[src/rtl/clock_divider.sv]
// Integer clock divider producing a registered square wave slow_clk from clk.
// Optional one-cycle rising-edge strobe slow_tick when CLOCK_DIVIDER_TICK_EN is defined.
module clock_divider #(
  parameter int BASE_FREQ   = 50_000_000,
  parameter int TARGET_FREQ = 50
) (
  input  logic clk,
  input  logic rst,
  output logic slow_clk
`ifdef CLOCK_DIVIDER_TICK_EN
  ,
  output logic slow_tick
`endif
);

  // Guard the division so a zero target still elaborates far enough to report the error.
  localparam int DIVISOR    = (TARGET_FREQ == 0) ? 0 : BASE_FREQ / TARGET_FREQ;
  localparam int LOW_CYCLES = DIVISOR / 2;
  localparam int CNT_W      = (DIVISOR > 2) ? $clog2(DIVISOR) : 1;

  localparam logic [CNT_W-1:0] CNT_LAST = CNT_W'(DIVISOR - 1);
  localparam logic [CNT_W-1:0] CNT_LOW  = CNT_W'(LOW_CYCLES);

  generate
    if (TARGET_FREQ == 0) begin : g_bad_target
      $error("clock_divider: TARGET_FREQ must be non-zero");
    end
    if (DIVISOR < 2) begin : g_bad_divisor
      $error("clock_divider: BASE_FREQ/TARGET_FREQ must be at least 2");
    end
  endgenerate

  logic [CNT_W-1:0] cnt;
  logic [CNT_W-1:0] cnt_next;

  always_comb begin
    cnt_next = (cnt == CNT_LAST) ? '0 : cnt + CNT_W'(1);
  end

  always_ff @(posedge clk or posedge rst) begin
    if (rst) begin
      cnt      <= '0;
      slow_clk <= 1'b0;
    end else begin
      cnt      <= cnt_next;
      slow_clk <= (cnt_next >= CNT_LOW);
    end
  end

`ifdef CLOCK_DIVIDER_TICK_EN
  // cnt_next hits CNT_LOW exactly once per period, on the edge where slow_clk rises.
  always_ff @(posedge clk or posedge rst) begin
    if (rst) begin
      slow_tick <= 1'b0;
    end else begin
      slow_tick <= (cnt_next == CNT_LOW);
    end
  end
`endif

endmodule

[config.mk]
export PLATFORM = sky130hd
export DESIGN_NAME = clock_divider
export DESIGN_NICKNAME = d
export VERILOG_FILES = /design/src/rtl/clock_divider.sv
export SDC_FILE = /design/constraint.sdc
export NUM_CORES = 1
export LEC_CHECK = 0
export BUFFER_PORTS_ARGS = -buffer_cell sky130_fd_sc_hd__buf_2
export CAP_MARGIN = 20
export CORE_ASPECT_RATIO = 0.8
export CORE_MARGIN = 2
export CORE_UTILIZATION = 39
export DETAILED_ROUTE_END_ITERATION = 7
export GPL_TIMING_DRIVEN = 0
export SLEW_MARGIN = 20
export SYNTH_ARGS = -nofsm -noshare
export SYNTH_HDL_FRONTEND = slang
export SYNTH_SLANG_ARGS = --single-unit
[constraint.sdc]
create_clock -name clk -period 2.7 [get_ports clk]
set_clock_uncertainty 0.1 [all_clocks]
set_input_delay 0.27 -clock clk [delete_from_list [all_inputs] [get_ports clk]]
set_output_delay 0.27 -clock clk [all_outputs]
set_load 0.01 [all_outputs]
==> results of run 1 <==
[layer usage]
layer / global-route usage, % / vias to the layer above / wire length (um) / part of all wire [%]
met3: 4.32 / 4 / 76 / 3.2
li1: - / 443 / - / -
met5: 0 / - / 0 / 0
met1: 22.4 / 413 / 1260 / 54
met2: 20.5 / 12 / 982 / 42
met4: 4.08 / 0 / 21 / 0.90
[cell usage after synthesis]
cell type / count
nand2b_1: 2
dfrtp_1: 21
nand2_1: 9
inv_1: 2
or2_2: 1
mux2i_1: 3
nor2_2: 2
o211a_1: 1
nor3_1: 1
xor2_1: 9
buf_2: 3
buf_4: 1
nand4b_1: 2
nor4_4: 1
mux2_1: 1
nor3_2: 2
nor3b_1: 1
ha_1: 1
o211ai_2: 1
nor2_1: 13
nand4_2: 1
nor4_1: 2
nor2b_1: 2
nor2_4: 1
nor4_2: 1
a21oi_1: 1
nand3_2: 1
o311ai_1: 2
xnor2_1: 9
nand4_4: 1
nand2_2: 2
o21ai_0: 1
a22o_1: 1
a41o_1: 2
and3_1: 2
nand4_1: 5
and4_1: 2
nand3_1: 8
[path summary, 6_finish.rpt]
kind,start,end,cells past startpoint
max in group asynchronous,rst,cnt[4]$_DFF_PP0_,2
worst min-delay path,rst,cnt[5]$_DFF_PP0_,2
worst max register to register,cnt[0]$_DFF_PP0_,slow_clk$_DFF_PP0_,6
min in group clk,cnt[0]$_DFF_PP0_,cnt[0]$_DFF_PP0_,1
worst max-delay path,cnt[0]$_DFF_PP0_,slow_clk$_DFF_PP0_,6
worst min register to register,cnt[0]$_DFF_PP0_,cnt[0]$_DFF_PP0_,1
[kinds of logic (layout without fill, tap and decap cells)]
group / after synthesis / in the layout
xor+xnor: 18 / 18
fa+ha+maj: 1 / 1
flops: 21 / 21
compound gates: 9 / 9
simple gates: 62 / 62
buf+inv: 6 / 12
mux: 4 / 4
[layout make-up]
type | instances | area, um^2
Tap cell | 40 | 50.0
Sequential cell | 21 | 526
Inverter | 2 | 7.51
Fill cell | 305 | 1720
Multi-Input combinational cell | 94 | 682
Buffer | 4 | 22.5
Clock buffer | 3 | 41.3
Clock inverter | 1 | 5.00
Timing Repair Buffer | 2 | 10.0
[flip-flops by register name, summed over array words and instances, names as in the netlist]
register  count
cnt          20
slow_clk      1
[through the flow]
step           cell area [um^2]  std cells  total power (uW)
2_1_floorplan              1240        121               325
5_1_grt                    1340        167               548
6_report                   1340        167               528
3_3_place_gp               1300        163               327
3_5_place_dp               1300        163               328
4_1_cts                    1340        167               540
[power by group through the flow]
stage               Combinational, uW  Sequential [uW]  Clock, uW
floorplan                        4.70              320          0
global placement                 6.96              320          0
detailed placement               7.43              320          0
CTS                              7.43              314        219
global route                     8.60              314        225
finish                           6.53              314        208
==> metrics.yaml, run 1 <==
power:
  power.leakage_uw: 0.000611
  pwr-share-comb_pct: 1.2
  p_int_uw: 418
  seqPwrFrac_pct: 59.5
  powerDensity_nw_per_um2: 393
  p_switching_uw: 111
  p_sw_share_pct: 21.0
  clkPwrFrac_pct: 39.3
  ir_worst_vdd_uv: 248
yosys:
  synthCells: 121
  synth_compound_area_share_pct: 6.37
  synth_top_family_by_area: "simple AND/OR/NAND/NOR gates"
  yosysSeqAreaShare_pct: 42.5
  syn_area_um2: 1240
  synthSimpleGateAreaFrac_pct: 31.6
  synth-xor-area-share_pct: 12.7
  synth_fa_ha_area_share_pct: 1.01
  synth_top_area_share_pct: 42.5
  synth_cell_type_count: 38
  ys_top_cells_by_area: "dfrtp_1, xnor2_1, xor2_1, nor2_1, nand3_1"
  synthMuxAreaShare_pct: 3.34
  syn-num-nets: 124
  ys_warn_count: 0
  syn-mean-instance-area_um2: 10.2
  synth_largest_area_cell: "dfrtp_1"
  ys_ff_latch: 21
layout:
  fin_util_pct: 43.9
  most-common-layout-cells: "dfrtp_1, nor2_1, nand2_1, xnor2_1, xor2_1"
  layout_commonest_cell: "dfrtp_1"
  nNetsFinal: 131
  layout-drive-gt1-share_pct: 18.9
  areaGrowthSynthToFinish_pct: 8.59
  insertedDiodeCount: 0
worst_setup_path:
  arrival_ns: 2.25
  critPathSlowestCell: "nor3_1"
  crit_fanout: 7
  path_buf_inv: 0
  path_common_cell: "a41o_1"
  crit_path_end_kind: "flip-flop"
  required_ns: 2.76
  cp_cell_sequence: "ha_1, nand4_2, nor3_1, a41o_1, o211ai_2, a41o_1"
  path_class: "flip-flop to flip-flop"
  r2r_setup_slack_ns: 0.51
  cpPeakStageDelay_ns: 0.43
  critical_path.top_delay_family: "simple AND/OR/NAND/NOR gates"
  start_kind: "flip-flop"
global_routing:
  grt_pass1_wl_um: 3910
  overflow: 0
  track_usage_pct: 14.9
  grt_pass1_vias: 800
  antenna_found_initial: 0
  grt_max_degree: 22
timing:
  final-max-slew-violation-count: 0
  finalCritPeriodShare_pct: 81.1
  rsz0062_at_grt: "no"
  finalSetupViolations: 0
  finalWorstSetupSlack_ns: 0.510
  slew_headroom_pct: 47.5
  tightest_slew_ns: 0.786
  fin_hold_ws_ns: 0.0396
  tns_ns: 0
  hold_violations: 0
  period_needed_ns: 2.19
  fmax_mhz: 457
job:
  cap_violations: 0
routing:
  drtAntennaViolNets: 0
  firstDrtPassIters: 4
  drc: 0
  wl_um: 2340
  vias_per_cell: 5.22
  vias: 872
  route.detailed.wl_per_inst_um: 14.0
  drt_iter0_drc: 48
placed_design:
  place.gp.congestion: 0.899
  hpwl_um: 1670
  io_buffer_count: 2
  place_ws_ns: 0.568
clock_tree:
  clock_path_buffers: 2
  cts_tree: "built"
  worstSkewPairLatency_ns: 0.26
  cts_resized: 0
  cts_max_level: 1
  postCtsSetupRepairBufs: 0
  cts.sinks: 21
  root_buffer: "clkbuf_8"
  holdBufCountCts: 0
  clkSlewWorstSetupHoldPaths_ns: 0.08
  numCtsBuffers: 3
floorplan:
  initial_core_util_pct: 40.4
  core_area_um2: 3060
  ios: 3
  die_w_um: 67.0
  dieArea_um2: 3640
  die_y_um: 54.4
  row_count: 18
min_path:
  hold_class: "primary input to async pin"
outcome:
  status: "complete, no violations"
Power figures use the tool's default switching activity.
==> run 2, diff against run 1 <==
Settings changed: ABC_AREA from default to 1.
Clock period 2.7 ns to 2 ns, I/O delays scaled along.
==> metrics.yaml, run 2 <==
floorplan:
  core_area_um2: 3180  # was 3060 um^2
  ios: 3  # unchanged
  die_w_um: 69.3  # was 67.0 um
  initial_core_util_pct: 41.8  # was 40.4%
  row_count: 18  # unchanged
  die_y_um: 56.2  # was 54.4 um
  dieArea_um2: 3890  # was 3640 um^2
placed_design:
  dpl-instance-area_um2: 1390  # was 1300 um^2
  place_ws_ns: 0.0286  # was 0.568 ns
  io_buffer_count: 2  # unchanged
  place.gp.congestion: 0.923  # was 0.899
  hpwl_um: 2290  # was 1670 um
power:
  pwr-share-comb_pct: 1.2  # about the same
  ir_worst_vdd_uv: 392  # was 248 uV
  seqPwrFrac_pct: 58.2  # was 59.5%
  p_switching_uw: 163  # was 111 uW
  power.leakage_uw: 0.000692  # was 0.000611 uW
  powerDensity_nw_per_um2: 498  # was 393 nW/um^2
  p_int_uw: 566  # was 418 uW
  clkPwrFrac_pct: 40.5  # was 39.3%
  p_sw_share_pct: 22.3  # was 21.0%
  total_power_uw: 728  # was 528 uW
timing:
  finalWorstSetupSlack_ns: 0.208  # was 0.510 ns
  finalSetupViolations: 0  # unchanged
  fin_hold_ws_ns: -0.0240  # was 0.0396 ns
  tns_ns: 0  # unchanged
  period_needed_ns: 1.79  # was 2.19 ns
  finalCritPeriodShare_pct: 89.6  # was 81.1%
  final-max-slew-violation-count: 0  # unchanged
  slew_headroom_pct: 45.8  # was 47.5%
  hold_violations: 21  # was 0
  tightest_slew_ns: 0.812  # was 0.786 ns
  rsz0062_at_grt: "no"  # unchanged
  fmax_mhz: 558  # was 457 MHz
yosys:
  async_reset_ff_share_pct: 100  # unchanged
  syn-num-nets: 192  # was 124
  ys_warn_count: 0  # unchanged
  synth_ff_type: "dfrtp_1"  # unchanged
  synth_largest_area_cell: "dfrtp_1"  # unchanged
  yosysSeqAreaShare_pct: 39.5  # was 42.5%
  synth-xor-area-share_pct: 4.61  # was 12.7%
  synthSimpleGateAreaFrac_pct: 43.9  # was 31.6%
  synthCells: 189  # was 121
  synth_cell_type_count: 20  # was 38
  synth_compound_area_share_pct: 2.26  # was 6.37%
  synth_top_family_by_area: "simple AND/OR/NAND/NOR gates"  # unchanged
  syn-mean-instance-area_um2: 7.03  # was 10.2 um^2
  synthMuxAreaShare_pct: 0  # was 3.34%
  yosysMostFrequentCell: "nand2_1"  # was dfrtp_1
  syn_area_um2: 1330  # was 1240 um^2
  ys_top_cells_by_area: "dfrtp_1, nand2_1, nor2_1, inv_1, nand3_1"  # was dfrtp_1, xnor2_1, xor2_1, nor2_1, nand3_1
  synth_top_area_share_pct: 39.5  # was 42.5%
  ys_ff_latch: 21  # unchanged
  synthTopCellsByCount: "nand2_1, nor2_1, inv_1, dfrtp_1, nand3_1"  # was dfrtp_1, nor2_1, nand2_1, xnor2_1, xor2_1
  synth_edf_count: 0  # unchanged
  synth_fa_ha_area_share_pct: 0.942  # was 1.01%
routing:
  drt_iter0_drc: 39  # was 48
  firstDrtPassIters: 4  # unchanged
  drtAntennaViolNets: 0  # unchanged
  drc: 0  # unchanged
  route.detailed.wl_per_inst_um: 12.5  # was 14.0 um
  vias_per_cell: 4.98  # was 5.22
  wl_um: 2930  # was 2340 um
  vias: 1171  # was 872
clock_tree:
  clkSlewWorstSetupHoldPaths_ns: 0.09  # was 0.08 ns
  clock_path_buffers: 2  # unchanged
  numCtsBuffers: 3  # unchanged
  root_buffer: "clkbuf_8"  # unchanged
  cts.sinks: 21  # unchanged
  postCtsSetupRepairBufs: 0  # unchanged
  cts_max_level: 1  # unchanged
  cts_resized: 0  # unchanged
  worstSkewPairLatency_ns: 0.27  # was 0.26 ns
  holdBufCountCts: 0  # unchanged
  cts_tree: "built"  # unchanged
worst_setup_path:
  path_buf_inv: 1  # was 0
  arrival_ns: 1.85  # was 2.25 ns
  cp_cell_sequence: "ha_4, nand3_1, nor2_1, nand3_2, inv_2, nor2_1, nor2_1, nand2_1, nand3_1, nand2_1"  # was ha_1, nand4_2, nor3_1, a41o_1, o211ai_2, a41o_1
  r2r_cells: 10  # was 6
  timing.critical_path.to: "slow_clk$_DFF_PP0_"  # unchanged
  cpPeakStageDelay_ns: 0.45  # was 0.43 ns
  crit_path_end_kind: "flip-flop"  # unchanged
  critical_path.top_delay_family: "simple AND/OR/NAND/NOR gates"  # unchanged
  crit_fanout: 6  # was 7
  worstReg2RegEnd: "slow_clk$_DFF_PP0_"  # unchanged
  path_depth: 10  # was 6
  required_ns: 2.06  # was 2.76 ns
  critPathSlowestCell: "dfrtp_2"  # was nor3_1
  worstReg2RegStart: "cnt[0]$_DFF_PP0_"  # unchanged
  path_common_cell: "nor2_1"  # was a41o_1
  path_class: "flip-flop to flip-flop"  # unchanged
  crit_start: "cnt[0]$_DFF_PP0_"  # unchanged
  start_kind: "flip-flop"  # unchanged
  r2r_setup_slack_ns: 0.21  # was 0.51 ns
layout:
  insertedDiodeCount: 0  # unchanged
  largest_reg_flops: 20  # unchanged
  layout-drive-gt1-share_pct: 14.4  # was 18.9%
  largest_register: "cnt"  # unchanged
  layout_commonest_cell: "nand2_1"  # was dfrtp_1
  reg_top3: "cnt (20), slow_clk (1)"  # unchanged
  areaGrowthSynthToFinish_pct: 9.98  # was 8.59%
  most-common-layout-cells: "nand2_1, nor2_1, inv_1"  # was dfrtp_1, nor2_1, nand2_1, xnor2_1, xor2_1
  fin_util_pct: 46.0  # was 43.9%
  nNetsFinal: 199  # was 131
  final_area_um2: 1460  # was 1340 um^2
outcome:
  status: "complete, but fails checks"  # was complete, no violations
  failed_checks: "negative hold slack"
global_routing:
  track_usage_pct: 16.1  # was 14.9%
  grt_max_degree: 22  # unchanged
  grt_pass1_vias: 1104  # was 800
  overflow: 0  # unchanged
  antenna_found_initial: 0  # unchanged
  grt_pass1_wl_um: 5000  # was 3910 um
job:
  cap_violations: 0  # unchanged
min_path:
  hold_class: "primary input to async pin"  # unchanged
[run 2: changes by cell type in the layout (fill, tap and decap cells not counted), moves of 4 or more]
| cell | delta |
|---|---|
| inv_1 | +27 |
| nand2_1 | +35 |
| nor2_4 | +4 |
| o21ai_0 | +4 |
| xnor2_1 | -8 |
| nor2_1 | +24 |
| nand3_1 | +6 |
[run 2: cells by family (layout without fill, tap and decap cells)]
logic type | Yosys count | in the layout
AO/OA/AOI/OAI | 6 | 6
AND/OR/NAND/NOR | 123 | 123
XOR/XNOR | 7 | 7
buffers and inverters | 31 | 37
flip-flops | 21 | 21
adder cells (fa/ha/maj) | 1 | 1
[run 2: area by class of cell]
type / instances / area (um^2)
Fill cell: 316 / 1710
Multi-Input combinational cell: 137 / 709
Sequential cell: 21 / 527
Inverter: 31 / 116
Tap cell: 40 / 50.0
Clock buffer: 3 / 41.3
Timing Repair Buffer: 2 / 10.0
Clock inverter: 1 / 7.51
[run 2: how the worst min path moves through the flow]
stage,start,endpoint,slack (ns),depth (start not counted)
2_1_floorplan,rst,cnt[0]$_DFF_PP0_,0.08,1
3_3_place_gp,rst,cnt[7]$_DFF_PP0_,0.28,2
3_5_place_dp,rst,cnt[7]$_DFF_PP0_,0.29,2
4_1_cts,rst,cnt[9]$_DFF_PP0_,0.004,2
5_1_grt,rst,cnt[5]$_DFF_PP0_,0.04,2
6_report,rst,cnt[6]$_DFF_PP0_,-0.02,2
[run 2: stage by stage]
stage	instances	hold slack [ns]
6_report	235	-0.0240
2_1_floorplan	189	0.0765
3_5_place_dp	231	0.295
4_1_cts	235	0.00359
5_1_grt	235	0.0360
3_3_place_gp	231	0.279
[run 2: per-layer routing]
| metal | routed length [um] | up-vias | GRT usage (%) | share of wire, % |
|---|---|---|---|---|
| met2 | 1300 | 25 | 24.9 | 44 |
| met3 | 114 | 2 | 4.53 | 3.9 |
| met5 | 0 | - | 0 | 0 |
| li1 | - | 592 | - | - |
| met4 | 10 | 0 | 2.80 | 0.34 |
| met1 | 1500 | 552 | 22.7 | 51 |
[run 2: power by group through the flow]
| stage | Clock [uW] | Sequential, uW | Combinational (uW) |
|---|---|---|---|
| CTS | 304 | 424 | 9.82 |
| global placement | 0 | 433 | 9.43 |
| finish | 295 | 424 | 9.09 |
| global route | 327 | 424 | 11.0 |
| detailed placement | 0 | 433 | 9.78 |
| floorplan | 0 | 433 | 6.35 |
==> run 3, diff against run 2 <==
Clock period 2 ns to 1.7 ns, I/O delays scaled along.
==> metrics.yaml, run 3 (synthesis results as in run 2) <==
timing:
  fmax_mhz: 555  # was 558 MHz
  hold_violations: 0  # was 21
  finalWorstSetupSlack_ns: -0.101  # was 0.208 ns
  fin_hold_ws_ns: 0.485  # was -0.0240 ns
  finalCritPeriodShare_pct: 106  # was 89.6%
  rsz0062_at_grt: "yes"  # was no
  period_needed_ns: 1.80  # was 1.79 ns
  tightest_slew_ns: 0.815  # was 0.812 ns
  slew_headroom_pct: 45.6  # was 45.8%
  final-max-slew-violation-count: 0  # unchanged
  finalSetupViolations: 1  # was 0
  tns_ns: -0.101  # was 0 ns
worst_setup_path:
  path_common_cell: "nor2_1"  # unchanged
  crit_fanout: 5  # was 6
  cpPeakStageDelay_ns: 0.41  # was 0.45 ns
  path_class: "flip-flop to flip-flop"  # unchanged
  arrival_ns: 1.91  # was 1.85 ns
  crit_start: "cnt[0]$_DFF_PP0_"  # unchanged
  crit_path_end_kind: "flip-flop"  # unchanged
  worstReg2RegStart: "cnt[0]$_DFF_PP0_"  # unchanged
  timing.critical_path.to: "slow_clk$_DFF_PP0_"  # unchanged
  start_kind: "flip-flop"  # unchanged
  r2r_setup_slack_ns: -0.10  # was 0.21 ns
  worstReg2RegEnd: "slow_clk$_DFF_PP0_"  # unchanged
  required_ns: 1.81  # was 2.06 ns
  critPathSlowestCell: "dfrtp_1"  # was dfrtp_2
  cp_cell_sequence: "buf_4, nand3_2, inv_2, nand2_2, nor2_4, nand3_2, nor2_1, o21ai_0, nor2_1, nor2_1, nand2_1"  # was ha_4, nand3_1, nor2_1, nand3_2, inv_2, nor2_1, nor2_1, nand2_1, nand3_1, nand2_1
  r2r_cells: 11  # was 10
routing:
  drc: 0  # unchanged
  route.detailed.wl_per_inst_um: 12.5  # about the same
  drtAntennaViolNets: 0  # unchanged
  vias_per_cell: 5.01  # was 4.98
  drt_iter0_drc: 67  # was 39
  wl_um: 3020  # was 2930 um
  vias: 1207  # was 1,171
  firstDrtPassIters: 4  # unchanged
layout:
  multi_input_area_um2: 729  # was 709 um^2
  largest_reg_flops: 20  # unchanged
  register_area_um2: 526  # was 527 um^2
  insertedDiodeCount: 0  # unchanged
  reg_top3: "cnt (20), slow_clk (1)"  # unchanged
  nFillCells: 306  # was 316
  layout_commonest_cell: "nand2_1"  # unchanged
  final_area_um2: 1530  # was 1460 um^2
  areaGrowthSynthToFinish_pct: 15.0  # was 9.98%
  largest_register: "cnt"  # unchanged
  nNetsFinal: 205  # was 199
  stdcell_count: 241  # was 235
  most-common-layout-cells: "nand2_1, nor2_1, inv_1"  # unchanged
  layout-drive-gt1-share_pct: 17.9  # was 14.4%
floorplan:
  core_area_um2: 3180  # unchanged
  die_w_um: 69.3  # unchanged
  ios: 3  # unchanged
  die_y_um: 56.2  # unchanged
  row_count: 18  # unchanged
  dieArea_um2: 3890  # unchanged
  initial_core_util_pct: 41.8  # unchanged
placed_design:
  post-place-cells: 231  # unchanged
  hpwl_um: 2290  # unchanged
  place.gp.congestion: 0.923  # unchanged
  dpl-instance-area_um2: 1390  # unchanged
  io_buffer_count: 2  # unchanged
min_path:
  hold_class: "flip-flop to flip-flop"  # was primary input to async pin
global_routing:
  grt_pass1_vias: 1118  # was 1,104
  antenna_found_initial: 0  # unchanged
  overflow: 0  # unchanged
  track_usage_pct: 16.3  # was 16.1%
  grt_pass1_wl_um: 5070  # was 5000 um
  grt_max_degree: 22  # unchanged
power:
  clkPwrFrac_pct: 40.8  # was 40.5%
  power.leakage_uw: 0.000720  # was 0.000692 uW
  p_sw_share_pct: 22.8  # was 22.3%
  p_switching_uw: 197  # was 163 uW
  powerDensity_nw_per_um2: 566  # was 498 nW/um^2
  p_int_uw: 667  # was 566 uW
  seqPwrFrac_pct: 57.7  # was 58.2%
  ir_worst_vdd_uv: 462  # was 392 uV
  pwr-share-comb_pct: 1.4  # was 1.2%
outcome:
  failed_checks: "negative setup slack"  # was negative hold slack
  status: "complete, but fails checks"  # unchanged
clock_tree:
  cts.sinks: 21  # unchanged
  clkSlewWorstSetupHoldPaths_ns: 0.09  # about the same
  numCtsBuffers: 3  # unchanged
  clock_path_buffers: 2  # unchanged
  root_buffer: "clkbuf_8"  # unchanged
  cts_max_level: 1  # unchanged
  cts_tree: "built"  # unchanged
  worstSkewPairLatency_ns: 0.27  # about the same
job:
  cap_violations: 0  # unchanged
run 3: changes by cell type in the layout (fill, tap and decap cells not counted):
cell / delta
nand3_2: +1
nor2_4: +1
nor2_1: -2
dfrtp_1: +1
nor2_2: +1
dfrtp_2: -1
buf_4: +5
o21ai_0: -1
dlygate4sd3_1: +1
nand3_1: -1
nor3b_1: -1
o21ai_1: +1
nor3b_2: +1
run 3: layout make-up:
| type | count | share of cell area [%] |
|---|---|---|
| multi-input cells | 137 | 47.7 |
| flip-flops and latches | 21 | 34.4 |
| inverters | 31 | 7.62 |
| repair buffers | 8 | 3.77 |
| well taps | 40 | 3.28 |
| clock buffers | 3 | 2.70 |
| clock inverters | 1 | 0.491 |
run 3: per-stage QoR:
stage               power, uW  worst slack, ns  utilization, %
floorplan                 516           0.0395               -
global placement          520           -0.271            43.7
detailed placement        520           -0.271            43.7
CTS                       869          -0.0601            47.1
global route              899           -0.216            48.1
finish                    864           -0.101            48.1
run 3: what timing repair did:
item,CTS,global route
hold buffers,1,0
pin swaps,2,4
gates resized for setup,7,4
setup buffers,2,3
hold endpoints to repair,21,0
gates cloned,0,0
endpoints found under the setup margin,1,2
run 3: worst max-delay path: cells and delay by family (launching register included):
family	cells	cell delay [ns]
buf+inv	2	0.27
simple gates	8	0.86
flops	1	0.41
compound gates	1	0.09
run 3: worst min-delay path by stage:
| stage | from | to | slack (ns) | cells after the start |
|---|---|---|---|---|
| finish | cnt[4]$_DFF_PP0_ | cnt[4]$_DFF_PP0_ | 0.49 | 2 |
| global route | cnt[8]$_DFF_PP0_ | cnt[8]$_DFF_PP0_ | 0.53 | 2 |
| CTS | cnt[4]$_DFF_PP0_ | cnt[4]$_DFF_PP0_ | 0.49 | 2 |
| detailed placement | rst | cnt[7]$_DFF_PP0_ | 0.26 | 2 |
| global placement | rst | cnt[7]$_DFF_PP0_ | 0.25 | 2 |
| floorplan | rst | cnt[0]$_DFF_PP0_ | 0.05 | 1 |
run 3: per-layer routing:
layer  part of all wire, %  up-vias  track usage (%)
met4                  0.60        0             2.80
met3                   5.8        4             4.53
met2                    44       38             25.4
li1                      -      603                -
met5                     0        -                0
met1                    50      562             22.8
run 3: power by group through the flow:
stage	registers [uW]	logic, uW	clock network, uW
2_1_floorplan	509	7.47	0
3_3_place_gp	509	11.1	0
3_5_place_dp	509	11.5	0
4_1_cts	499	13.3	357
5_1_grt	499	14.9	385
6_report	499	12.5	353
